--- src/rtl/maria_pkg.sv ---
// Shared types and default timing constants for the Maria DMA scheduler.
package maria_pkg;

  localparam int unsigned HALT_LAT_DEF = 4;
  localparam int unsigned NMI_LEN_DEF  = 8;
  localparam int unsigned CNT_W_DEF    = 4;

  typedef enum logic [2:0] {
    IDLE,
    DLL_HALT,
    DLL_FETCH,
    WAIT_HBS,
    LINE_HALT,
    LINE_DMA,
    ZONE_DLL,
    WAIT_LRC
  } sched_state_t;

endpackage

--- src/rtl/maria_dma_sched_if.sv ---
// Timing strobes, DMA engine handshake and CPU halt/NMI lines around the scheduler.
interface maria_dma_sched_if;
  logic mclk1;
  logic dma_en;
  logic vbe;
  logic hbs;
  logic lrc;
  logic vblank;
  logic dll_done;
  logic line_done;
  logic zone_last;
  logic dli_req;
  logic halt_n;
  logic dll_start;
  logic line_start;
  logic buf_swap;
  logic nmi_n;
  logic overrun;

  modport master (
    input  mclk1, dma_en, vbe, hbs, lrc, vblank,
    input  dll_done, line_done, zone_last, dli_req,
    output halt_n, dll_start, line_start, buf_swap, nmi_n, overrun
  );

  modport slave (
    output mclk1, dma_en, vbe, hbs, lrc, vblank,
    output dll_done, line_done, zone_last, dli_req,
    input  halt_n, dll_start, line_start, buf_swap, nmi_n, overrun
  );
endinterface

--- src/rtl/maria_pulse_timer.sv ---
// Loadable down-counter producing an active-low pulse of len enabled ticks.
// A load arriving while a pulse is running is ignored.
module maria_pulse_timer #(
  parameter int unsigned CNT_W = 4
) (
  input  logic             clk,
  input  logic             reset,
  input  logic             en,
  input  logic             load,
  input  logic [CNT_W-1:0] len,
  output logic             pulse_n
);

  logic [CNT_W-1:0] cnt;

  // Count down the remaining low ticks; release pulse_n on the last one.
  always_ff @(posedge clk) begin
    if (reset) begin
      cnt     <= '0;
      pulse_n <= 1'b1;
    end else if (en) begin
      if (cnt == '0) begin
        if (load && (len != '0)) begin
          cnt     <= len;
          pulse_n <= 1'b0;
        end
      end else begin
        cnt <= cnt - 1'b1;
        if (cnt == CNT_W'(1)) pulse_n <= 1'b1;
      end
    end
  end

endmodule

--- src/rtl/maria_dma_sched.sv ---
// Per-line DMA sequencer: halts the CPU, kicks DLL and line DMA, swaps line
// buffers and raises the DLI NMI. All state advances on mclk1 ticks only.
module maria_dma_sched
  import maria_pkg::*;
#(
  parameter int unsigned HALT_LAT = HALT_LAT_DEF,
  parameter int unsigned NMI_LEN  = NMI_LEN_DEF,
  parameter int unsigned CNT_W    = CNT_W_DEF
) (
  input logic               clk,
  input logic               reset,
  maria_dma_sched_if.master bus
);

  sched_state_t     state, state_d;
  logic [CNT_W-1:0] cnt, cnt_d;
  logic             halt_q, halt_d;
  logic             dll_q, dll_d;
  logic             line_q, line_d;
  logic             swap_q, swap_d;
  logic             ovr_q, ovr_d;
  logic             pend_q, pend_d;
  logic             vbl_q;
  logic             nmi_req;
  logic             abort;

  assign abort = !bus.dma_en || (bus.vblank && !vbl_q);

  // Register state, halt counter and all outputs on each mclk1 tick.
  always_ff @(posedge clk) begin
    if (reset) begin
      state  <= IDLE;
      cnt    <= '0;
      halt_q <= 1'b1;
      dll_q  <= 1'b0;
      line_q <= 1'b0;
      swap_q <= 1'b0;
      ovr_q  <= 1'b0;
      pend_q <= 1'b0;
      vbl_q  <= 1'b0;
    end else if (bus.mclk1) begin
      state  <= state_d;
      cnt    <= cnt_d;
      halt_q <= halt_d;
      dll_q  <= dll_d;
      line_q <= line_d;
      swap_q <= swap_d;
      ovr_q  <= ovr_d;
      pend_q <= pend_d;
      vbl_q  <= bus.vblank;
    end
  end

  // Next-state and next-output decode; abort outranks every other event.
  always_comb begin
    state_d = state;
    cnt_d   = cnt;
    halt_d  = halt_q;
    dll_d   = 1'b0;
    line_d  = 1'b0;
    swap_d  = 1'b0;
    ovr_d   = ovr_q;
    pend_d  = pend_q;
    nmi_req = 1'b0;
    if (abort) begin
      state_d = IDLE;
      halt_d  = 1'b1;
    end else begin
      case (state)
        IDLE: if (bus.vbe) begin
          state_d = DLL_HALT;
          ovr_d   = 1'b0;
          halt_d  = 1'b0;
          cnt_d   = '0;
        end
        DLL_HALT: begin
          if (cnt == CNT_W'(HALT_LAT - 1)) begin
            dll_d   = 1'b1;
            state_d = DLL_FETCH;
          end else begin
            cnt_d = cnt + 1'b1;
          end
        end
        DLL_FETCH: if (bus.dll_done) begin
          pend_d  = bus.dli_req;
          halt_d  = 1'b1;
          state_d = WAIT_HBS;
        end
        WAIT_HBS: if (bus.hbs) begin
          halt_d  = 1'b0;
          cnt_d   = '0;
          state_d = LINE_HALT;
        end
        LINE_HALT: begin
          if (bus.lrc) begin
            ovr_d  = 1'b1;
            swap_d = 1'b1;
          end
          if (cnt == CNT_W'(HALT_LAT - 1)) begin
            line_d  = 1'b1;
            state_d = LINE_DMA;
          end else begin
            cnt_d = cnt + 1'b1;
          end
        end
        LINE_DMA: begin
          swap_d = bus.lrc;
          if (bus.line_done) begin
            if (bus.zone_last) begin
              dll_d   = 1'b1;
              state_d = ZONE_DLL;
            end else begin
              halt_d = 1'b1;
              // A coincident lrc is consumed here, so skip the wait for it.
              if (bus.lrc) state_d = bus.vblank ? IDLE : WAIT_HBS;
              else         state_d = WAIT_LRC;
            end
          end else if (bus.lrc) begin
            ovr_d = 1'b1;
          end
        end
        ZONE_DLL: begin
          if (bus.lrc) begin
            ovr_d  = 1'b1;
            swap_d = 1'b1;
          end
          if (bus.dll_done) begin
            nmi_req = pend_q;
            pend_d  = bus.dli_req;
            halt_d  = 1'b1;
            state_d = WAIT_LRC;
          end
        end
        WAIT_LRC: if (bus.lrc) begin
          swap_d  = 1'b1;
          state_d = bus.vblank ? IDLE : WAIT_HBS;
        end
        default: state_d = IDLE;
      endcase
    end
  end

  maria_pulse_timer #(.CNT_W(CNT_W)) u_nmi (
    .clk    (clk),
    .reset  (reset),
    .en     (bus.mclk1),
    .load   (nmi_req),
    .len    (CNT_W'(NMI_LEN)),
    .pulse_n(bus.nmi_n)
  );

  assign bus.halt_n     = halt_q;
  assign bus.dll_start  = dll_q;
  assign bus.line_start = line_q;
  assign bus.buf_swap   = swap_q;
  assign bus.overrun    = ovr_q;

endmodule

--- src/flat_wrapper.sv ---
// flat-port wrapper written by rule: the top's interface ports become plain ports
module maria_dma_sched_flat import maria_pkg::*;
#(
  parameter int unsigned HALT_LAT = HALT_LAT_DEF,
  parameter int unsigned NMI_LEN  = NMI_LEN_DEF,
  parameter int unsigned CNT_W    = CNT_W_DEF
)
  (clk, reset, bus_mclk1, bus_dma_en, bus_vbe, bus_hbs, bus_lrc, bus_vblank, bus_dll_done, bus_line_done, bus_zone_last, bus_dli_req, bus_halt_n, bus_dll_start, bus_line_start, bus_buf_swap, bus_nmi_n, bus_overrun);
  maria_dma_sched_if bus_i ();
  input logic clk;
  input logic reset;
  input wire logic [$bits(bus_i.mclk1)-1:0] bus_mclk1;
  input wire logic [$bits(bus_i.dma_en)-1:0] bus_dma_en;
  input wire logic [$bits(bus_i.vbe)-1:0] bus_vbe;
  input wire logic [$bits(bus_i.hbs)-1:0] bus_hbs;
  input wire logic [$bits(bus_i.lrc)-1:0] bus_lrc;
  input wire logic [$bits(bus_i.vblank)-1:0] bus_vblank;
  input wire logic [$bits(bus_i.dll_done)-1:0] bus_dll_done;
  input wire logic [$bits(bus_i.line_done)-1:0] bus_line_done;
  input wire logic [$bits(bus_i.zone_last)-1:0] bus_zone_last;
  input wire logic [$bits(bus_i.dli_req)-1:0] bus_dli_req;
  output wire logic [$bits(bus_i.halt_n)-1:0] bus_halt_n;
  output wire logic [$bits(bus_i.dll_start)-1:0] bus_dll_start;
  output wire logic [$bits(bus_i.line_start)-1:0] bus_line_start;
  output wire logic [$bits(bus_i.buf_swap)-1:0] bus_buf_swap;
  output wire logic [$bits(bus_i.nmi_n)-1:0] bus_nmi_n;
  output wire logic [$bits(bus_i.overrun)-1:0] bus_overrun;
  assign bus_i.mclk1 = bus_mclk1;
  assign bus_i.dma_en = bus_dma_en;
  assign bus_i.vbe = bus_vbe;
  assign bus_i.hbs = bus_hbs;
  assign bus_i.lrc = bus_lrc;
  assign bus_i.vblank = bus_vblank;
  assign bus_i.dll_done = bus_dll_done;
  assign bus_i.line_done = bus_line_done;
  assign bus_i.zone_last = bus_zone_last;
  assign bus_i.dli_req = bus_dli_req;
  assign bus_halt_n = bus_i.halt_n;
  assign bus_dll_start = bus_i.dll_start;
  assign bus_line_start = bus_i.line_start;
  assign bus_buf_swap = bus_i.buf_swap;
  assign bus_nmi_n = bus_i.nmi_n;
  assign bus_overrun = bus_i.overrun;
  maria_dma_sched #(.HALT_LAT(HALT_LAT), .NMI_LEN(NMI_LEN), .CNT_W(CNT_W)) u_core (.clk(clk), .reset(reset), .bus(bus_i));
endmodule
--- config.mk ---
export PLATFORM = sky130hd
export DESIGN_NAME = maria_dma_sched_flat
export DESIGN_NICKNAME = d
export VERILOG_FILES = /design/src/rtl/maria_pkg.sv /design/src/rtl/maria_dma_sched_if.sv /design/src/rtl/maria_pulse_timer.sv /design/src/rtl/maria_dma_sched.sv /design/src/flat_wrapper.sv
export SDC_FILE = /design/constraint.sdc
export NUM_CORES = 1
export LEC_CHECK = 0
export BUFFER_PORTS_ARGS = -buffer_cell sky130_fd_sc_hd__buf_2
export CAP_MARGIN = 20
export CORE_MARGIN = 2
export CORE_UTILIZATION = 49
export CTS_CLUSTER_SIZE = 20
export DETAILED_ROUTE_END_ITERATION = 10
export PLACE_DENSITY = 0.73
export SLEW_MARGIN = 0
export SYNTH_ARGS = -nofsm -noshare
export SYNTH_HDL_FRONTEND = slang
export SYNTH_SLANG_ARGS = --single-unit
--- constraint.sdc ---
create_clock -name clk -period 1.7 [get_ports clk]
set_input_delay 0.085 -clock clk [delete_from_list [all_inputs] [get_ports clk]]
set_output_delay 0.085 -clock clk [all_outputs]
set_load 0.1 [all_outputs]
==> results_dict.tcl, run 1 <==
set metrics [dict create \
    synth_cell_types 45 \
    fill_cells 192 \
    powerDensity_mw_per_mm2 582.5 \
    fin_crit_sh_pct 103.8 \
    pre_cts_ws_ps -72.41 \
    clkTransAtPathRegs_ps 110 \
    gp_congestion 0.9261 \
    ir_worst_vdd_v 0.0004972 \
    finalWorstSetupSlack_ps -64.23 \
    setup_tns_ps -154.8 \
    overflow 0 \
    portBuffers 17 \
    track_usage_pct 23.47 \
    htreeDepth 1 \
    insertion_delay_ps 290 \
    cap_violations 0 \
    final_cells 200 \
    synthCells 143 \
    syn_avg_cell_area_um2 7.857 \
    grt_max_degree 21 \
    holdWs_ps 23.60 \
    io_pins 18 \
    totalWireLength_um 2810 \
    multiInputGateArea_um2 726.9 \
    seqCellArea_um2 389.1 \
    setup_violations 5 \
    die_area_mm2 0.002692 \
    synth_edf_count 0 \
    syn-num-nets 156 \
    fin_util_pct 65.16 \
    first_global_vias 1113 \
    drive_gt1_share_pct 33.72 \
    cts_made_buffers 3 \
    power.total_uw 831.5 \
    violations "setup timing" \
    max_slew_margin_pct 67.33 \
    report.final.hold_viol_count 0 \
    cts_tree "done" \
    dpl_cell_area_mm2 0.001328 \
    grt_antenna_before_repair 0 \
    dp_cells 194 \
    synth-seq-area-share_pct 33.85 \
    vias 1193 \
    ant_nets 0 \
    cts_buffer_depth 2 \
    fin_worst_skew_ps 5.111 \
    critPathCaptureType "flop" \
    final_area_mm2 0.001428 \
    rsz0062_at_grt "yes" \
    die_x_um 51.89 \
    required_ps 1930 \
    hold_path.class "in2reg" \
    drt_first_pass_iters 4 \
    cp_max_fo 5 \
    via_per_inst 5.965 \
    dr.first_iter.drc_count 30 \
    rows 17 \
    setup.worst_path.class "reg2reg" \
    power.leakage_nw 0.5196 \
    drc_errors 0 \
    yosys_warnings 0 \
    core-area_mm2 0.002191 \
    nNetsFinal 186 \
    worst_pin_slew_ps 493.4 \
    layout_common_cells "17 x buf_2, 17 x buf_4, 15 x a21oi_1, 14 x dfxtp_1, 11 x nor2_1" \
    dp_hpwl_um 2093 \
    timing.fmax_mhz 566.8 \
    antennaDiodeCount 0 \
    critPathArrivalTime_ps 2000 \
    cts_sinks 19 \
    cts_hold_buf 0 \
    start_util_pct 51.29 \
    clock-root-buffer "clkbuf_4" \
    ys.flop_type "dfxtp_1" \
    die_y_um 51.89 \
    ys_seq_elements 19 \
    syn_area_mm2 0.001124 \
    wl_per_cell_um 14.05 \
    outcome "finished, violations left" \
    slew_violations 0 \
    synthArstFlopShare_pct 0 \
    grt_pass1_wl_um 4788 \
    start_kind "flop" \
    layout_min_cycle_time_ps 1764 \
    synthToLayoutAreaGrowth_pct 27.06 \
]
-- synth_stat cells, types with 2 or more instances --
library cell,n,area [um^2]
nand2_1,9,33.78
nand2b_1,3,18.77
o2111ai_1,2,17.52
nand4_1,5,31.28
nor2b_1,5,31.28
a21oi_1,17,85.08
or3_1,2,12.51
o21ai_0,8,40.04
nor2_1,11,41.29
nand3b_1,2,15.01
or4_1,3,22.52
dfxtp_1,19,380.4
inv_1,7,26.28
a311oi_1,2,17.52
nor3_1,5,25.02
mux2i_1,2,20.02
nor3b_1,2,15.01
buf_4,3,22.52
nand3_1,5,25.02
clkbuf_1,5,18.77
o211ai_1,2,15.01
-- final cells by class --
class | count | share of cell area [%]
multi-input combinational | 107 | 50.92
tap | 28 | 2.454
inverter | 7 | 1.840
sequential | 19 | 27.26
timing repair buffer | 35 | 15.69
clock buffer | 4 | 1.840
-- sequential cells by signal, indices dropped and copies added (netlist names) --
name / count
u_core.bus.buf_swap: 1
u_core.bus.dll_start: 1
u_core.bus.halt_n: 1
u_core.bus.line_start: 1
u_core.bus.overrun: 1
u_core.cnt: 4
u_core.pend_q: 1
u_core.state: 3
u_core.u_nmi.cnt: 4
u_core.u_nmi.pulse_n: 1
u_core.vbl_q: 1
-- cell families (layout without fill, tap and decap cells) --
| family | Yosys count | count (layout) | synth area share (%) |
|---|---|---|---|
| compound gates | 44 | 44 | 25.39 |
| xor+xnor | 1 | 1 | 0.7797 |
| fa+ha+maj | 1 | 1 | 1.113 |
| buf+inv | 17 | 46 | 7.461 |
| flops | 19 | 19 | 33.85 |
| mux | 2 | 2 | 1.782 |
| simple gates | 59 | 59 | 29.62 |
-- worst max-delay path, stage by stage (launching register included) --
cell	delay [ps]
dfxtp_2	350
ha_4	150
nor3b_4	150
a221oi_2	270
nand3_2	150
or4_4	500
a21oi_2	140
-- path summary, 6_finish.rpt --
path,start,endpoint,slack (ps),depth (start not counted)
worst min-delay path,bus_dli_req,u_core.pend_q$_SDFFE_PP0P_,20,3
worst min register to register,u_core.bus.dll_start$_SDFFE_PP0P_,u_core.bus.dll_start$_SDFFE_PP0P_,460,2
worst max-delay path,u_core.cnt[0]$_SDFFE_PP0P_,u_core.cnt[2]$_SDFFE_PP0P_,-60,6
worst max register to register,u_core.cnt[0]$_SDFFE_PP0P_,u_core.cnt[2]$_SDFFE_PP0P_,-60,6
-- power breakdown --
group          internal [mW]  switching, mW  total [mW]
Combinational         0.0590         0.0856       0.145
Sequential             0.450        0.00572       0.456
Clock                 0.0912          0.140       0.231
-- routing by layer --
layer	track usage, %	routed length (um)	vias to the layer above
li1	-	-	588
met1	28.73	1236	567
met2	40.72	1385	36
met3	4.598	173	2
met4	7.895	14	0
met5	0	0	-
-- repair_timing --
item	4_1_cts	5_1_grt
pin swaps	5	7
buffers inserted	1	1
setup endpoints to repair	8	9
resized for setup	5	10
No activity file was read; power rests on OpenSTA's default activity.
==> inputs of run 2 (changes only) <==
--- a/config.mk
+++ b/config.mk
@@ -7,11 +7,13 @@
 export LEC_CHECK = 0
 export BUFFER_PORTS_ARGS = -buffer_cell sky130_fd_sc_hd__buf_2
 export CAP_MARGIN = 20
+export CORE_ASPECT_RATIO = 1.2
 export CORE_MARGIN = 2
 export CORE_UTILIZATION = 49
 export CTS_CLUSTER_SIZE = 20
 export DETAILED_ROUTE_END_ITERATION = 10
 export PLACE_DENSITY = 0.73
+export REMOVE_ABC_BUFFERS = 1
 export SLEW_MARGIN = 0
 export SYNTH_ARGS = -nofsm -noshare
 export SYNTH_HDL_FRONTEND = slang
==> run 2 against run 1 <==
Net effect:
- the run still ends with setup timing left
- largest power group unchanged
- wire length increased by 11%
- worst setup slack improved by 29 ps
- clock power increased by 3%
- hold slack got worse by 14 ps
- highest routed layer unchanged
==> results_dict.tcl, run 2 (synthesis results as in run 1) <==
set metrics [dict create \
    start_util_pct 50.28 \
    cts_made_buffers 3 \
    required_ps 1950 \
    die_y_um 56.46 \
    startpoint "u_core.cnt[0]$_SDFFE_PP0P_" \
    htreeDepth 1 \
    cap_violations 0 \
    critPathCaptureType "flop" \
    rsz0062_at_grt "yes" \
    grt_pass1_wl_um 4968 \
    antennaDiodeCount 0 \
    final_common_cell "buf_4" \
    overflow 0 \
    gp_congestion 0.9089 \
    hold_path.class "in2reg" \
    drc_errors 0 \
    start_kind "flop" \
    core-area_mm2 0.002235 \
    fin_worst_skew_ps 1.883 \
    via_per_inst 5.850 \
    rows 19 \
    synthToLayoutAreaGrowth_pct 31.96 \
    vias 1246 \
    cp_max_fo 4 \
    worst_pin_slew_ps 485.5 \
    cts_tree "done" \
    reg2reg_depth 6 \
    first_global_vias 1191 \
    setup_violations 2 \
    fin_crit_sh_pct 102.1 \
    pre_cts_ws_ps -132.5 \
    totalWireLength_um 3111 \
    cp-endpoint "u_core.cnt[2]$_SDFFE_PP0P_" \
    dp_hpwl_um 2256 \
    cts_hold_buf 0 \
    report.final.hold_viol_count 0 \
    io_pins 18 \
    cts_buffer_depth 2 \
    finalWorstSetupSlack_ps -35.01 \
    track_usage_pct 25.67 \
    die_x_um 47.72 \
    timing.fmax_mhz 576.4 \
    top_regs "u_core.cnt: 4 flops, u_core.u_nmi.cnt: 4 flops, u_core.state: 3 flops" \
    outcome "finished, violations left" \
    die_area_mm2 0.002694 \
    r2r-end "u_core.cnt[2]$_SDFFE_PP0P_" \
    layout_common_cells "27 x buf_4, 17 x buf_2, 16 x a21oi_1, 14 x dfxtp_1, 11 x nor2_1" \
    cts_sinks 19 \
    clkTransAtPathRegs_ps 110 \
    critPathArrivalTime_ps 1980 \
    setup.worst_path.class "reg2reg" \
    grt_antenna_before_repair 0 \
    fill_cells 210 \
    dr.first_iter.drc_count 33 \
    powerDensity_mw_per_mm2 564.3 \
    power.leakage_nw 0.5712 \
    wl_per_cell_um 14.61 \
    ant_nets 0 \
    clock-root-buffer "clkbuf_4" \
    violations "setup timing" \
    r2r_slack_ps -40 \
    layout_min_cycle_time_ps 1735 \
    slew_violations 0 \
    drive_gt1_share_pct 34.62 \
    holdWs_ps 9.656 \
    grt_max_degree 21 \
    ir_worst_vdd_v 0.0004761 \
    portBuffers 17 \
    max_slew_margin_pct 67.85 \
    nNetsFinal 196 \
    drt_first_pass_iters 4 \
    r2r-start "u_core.cnt[0]$_SDFFE_PP0P_" \
    insertion_delay_ps 310 \
]
[run 2: power by group]
part           internal (mW)  switching [mW]
Clock                 0.0917           0.147
Combinational         0.0590          0.0821
Sequential             0.449         0.00801
[run 2: how the worst min path moves through the flow]
| stage | startpoint | to | slack (ps) | depth (start not counted) |
|---|---|---|---|---|
| 2_1_floorplan | reset | u_core.bus.buf_swap$_SDFFE_PP0P_ | 150 | 1 |
| 3_3_place_gp | bus_dli_req | u_core.pend_q$_SDFFE_PP0P_ | 320 | 3 |
| 3_5_place_dp | bus_dli_req | u_core.pend_q$_SDFFE_PP0P_ | 330 | 3 |
| 4_1_cts | bus_dli_req | u_core.pend_q$_SDFFE_PP0P_ | 10 | 3 |
| 5_1_grt | bus_dli_req | u_core.pend_q$_SDFFE_PP0P_ | 10 | 3 |
| 6_report | bus_dli_req | u_core.pend_q$_SDFFE_PP0P_ | 10 | 3 |
[run 2: repair_timing]
item | 4_1_cts | 5_1_grt
setup buffers | 2 | 1
pin swaps | 5 | 8
endpoints found under the hold margin | 0 | 0
cloned | 0 | 0
gates resized for setup | 8 | 8
endpoints found under the setup margin | 7 | 8
[run 2: final cells by class]
| cell class | count | area [um^2] | area share, % |
|---|---|---|---|
| clock buffer | 4 | 26.28 | 1.772 |
| timing repair buffer | 45 | 299.0 | 20.17 |
| sequential | 19 | 391.6 | 26.41 |
| inverter | 7 | 26.28 | 1.772 |
| multi-input combinational | 107 | 700.7 | 47.26 |
| tap | 31 | 38.79 | 2.616 |
[run 2: metrics by stage]
step,util (%),cell area (um^2),setup TNS (ps),std cells,power [mW]
detailed placement,61.65,1378,-602.2,206,0.6017
finish,66.35,1483,-67.46,213,0.8367
global route,66.35,1483,-512.7,213,0.8833
global placement,61.65,1378,-288.8,206,0.5981
CTS,64.61,1444,-136.0,212,0.8365
floorplan,-,1066,-214.8,133,0.5306
[run 2: critical path: stages, from the launching register on]
cell      delay (ps)
dfxtp_2          350
ha_4             160
nor3b_4          160
a221oi_2         240
nand3_2          140
or4_4            500
a21oi_2          130
[run 2: per-layer routing]
metal	up-vias	GRT usage [%]	part of all wire [%]
li1	608	-	-
met1	592	27.94	39
met2	35	44.38	54
met3	11	5.466	3.8
met4	0	11.58	3.1
met5	-	0	0
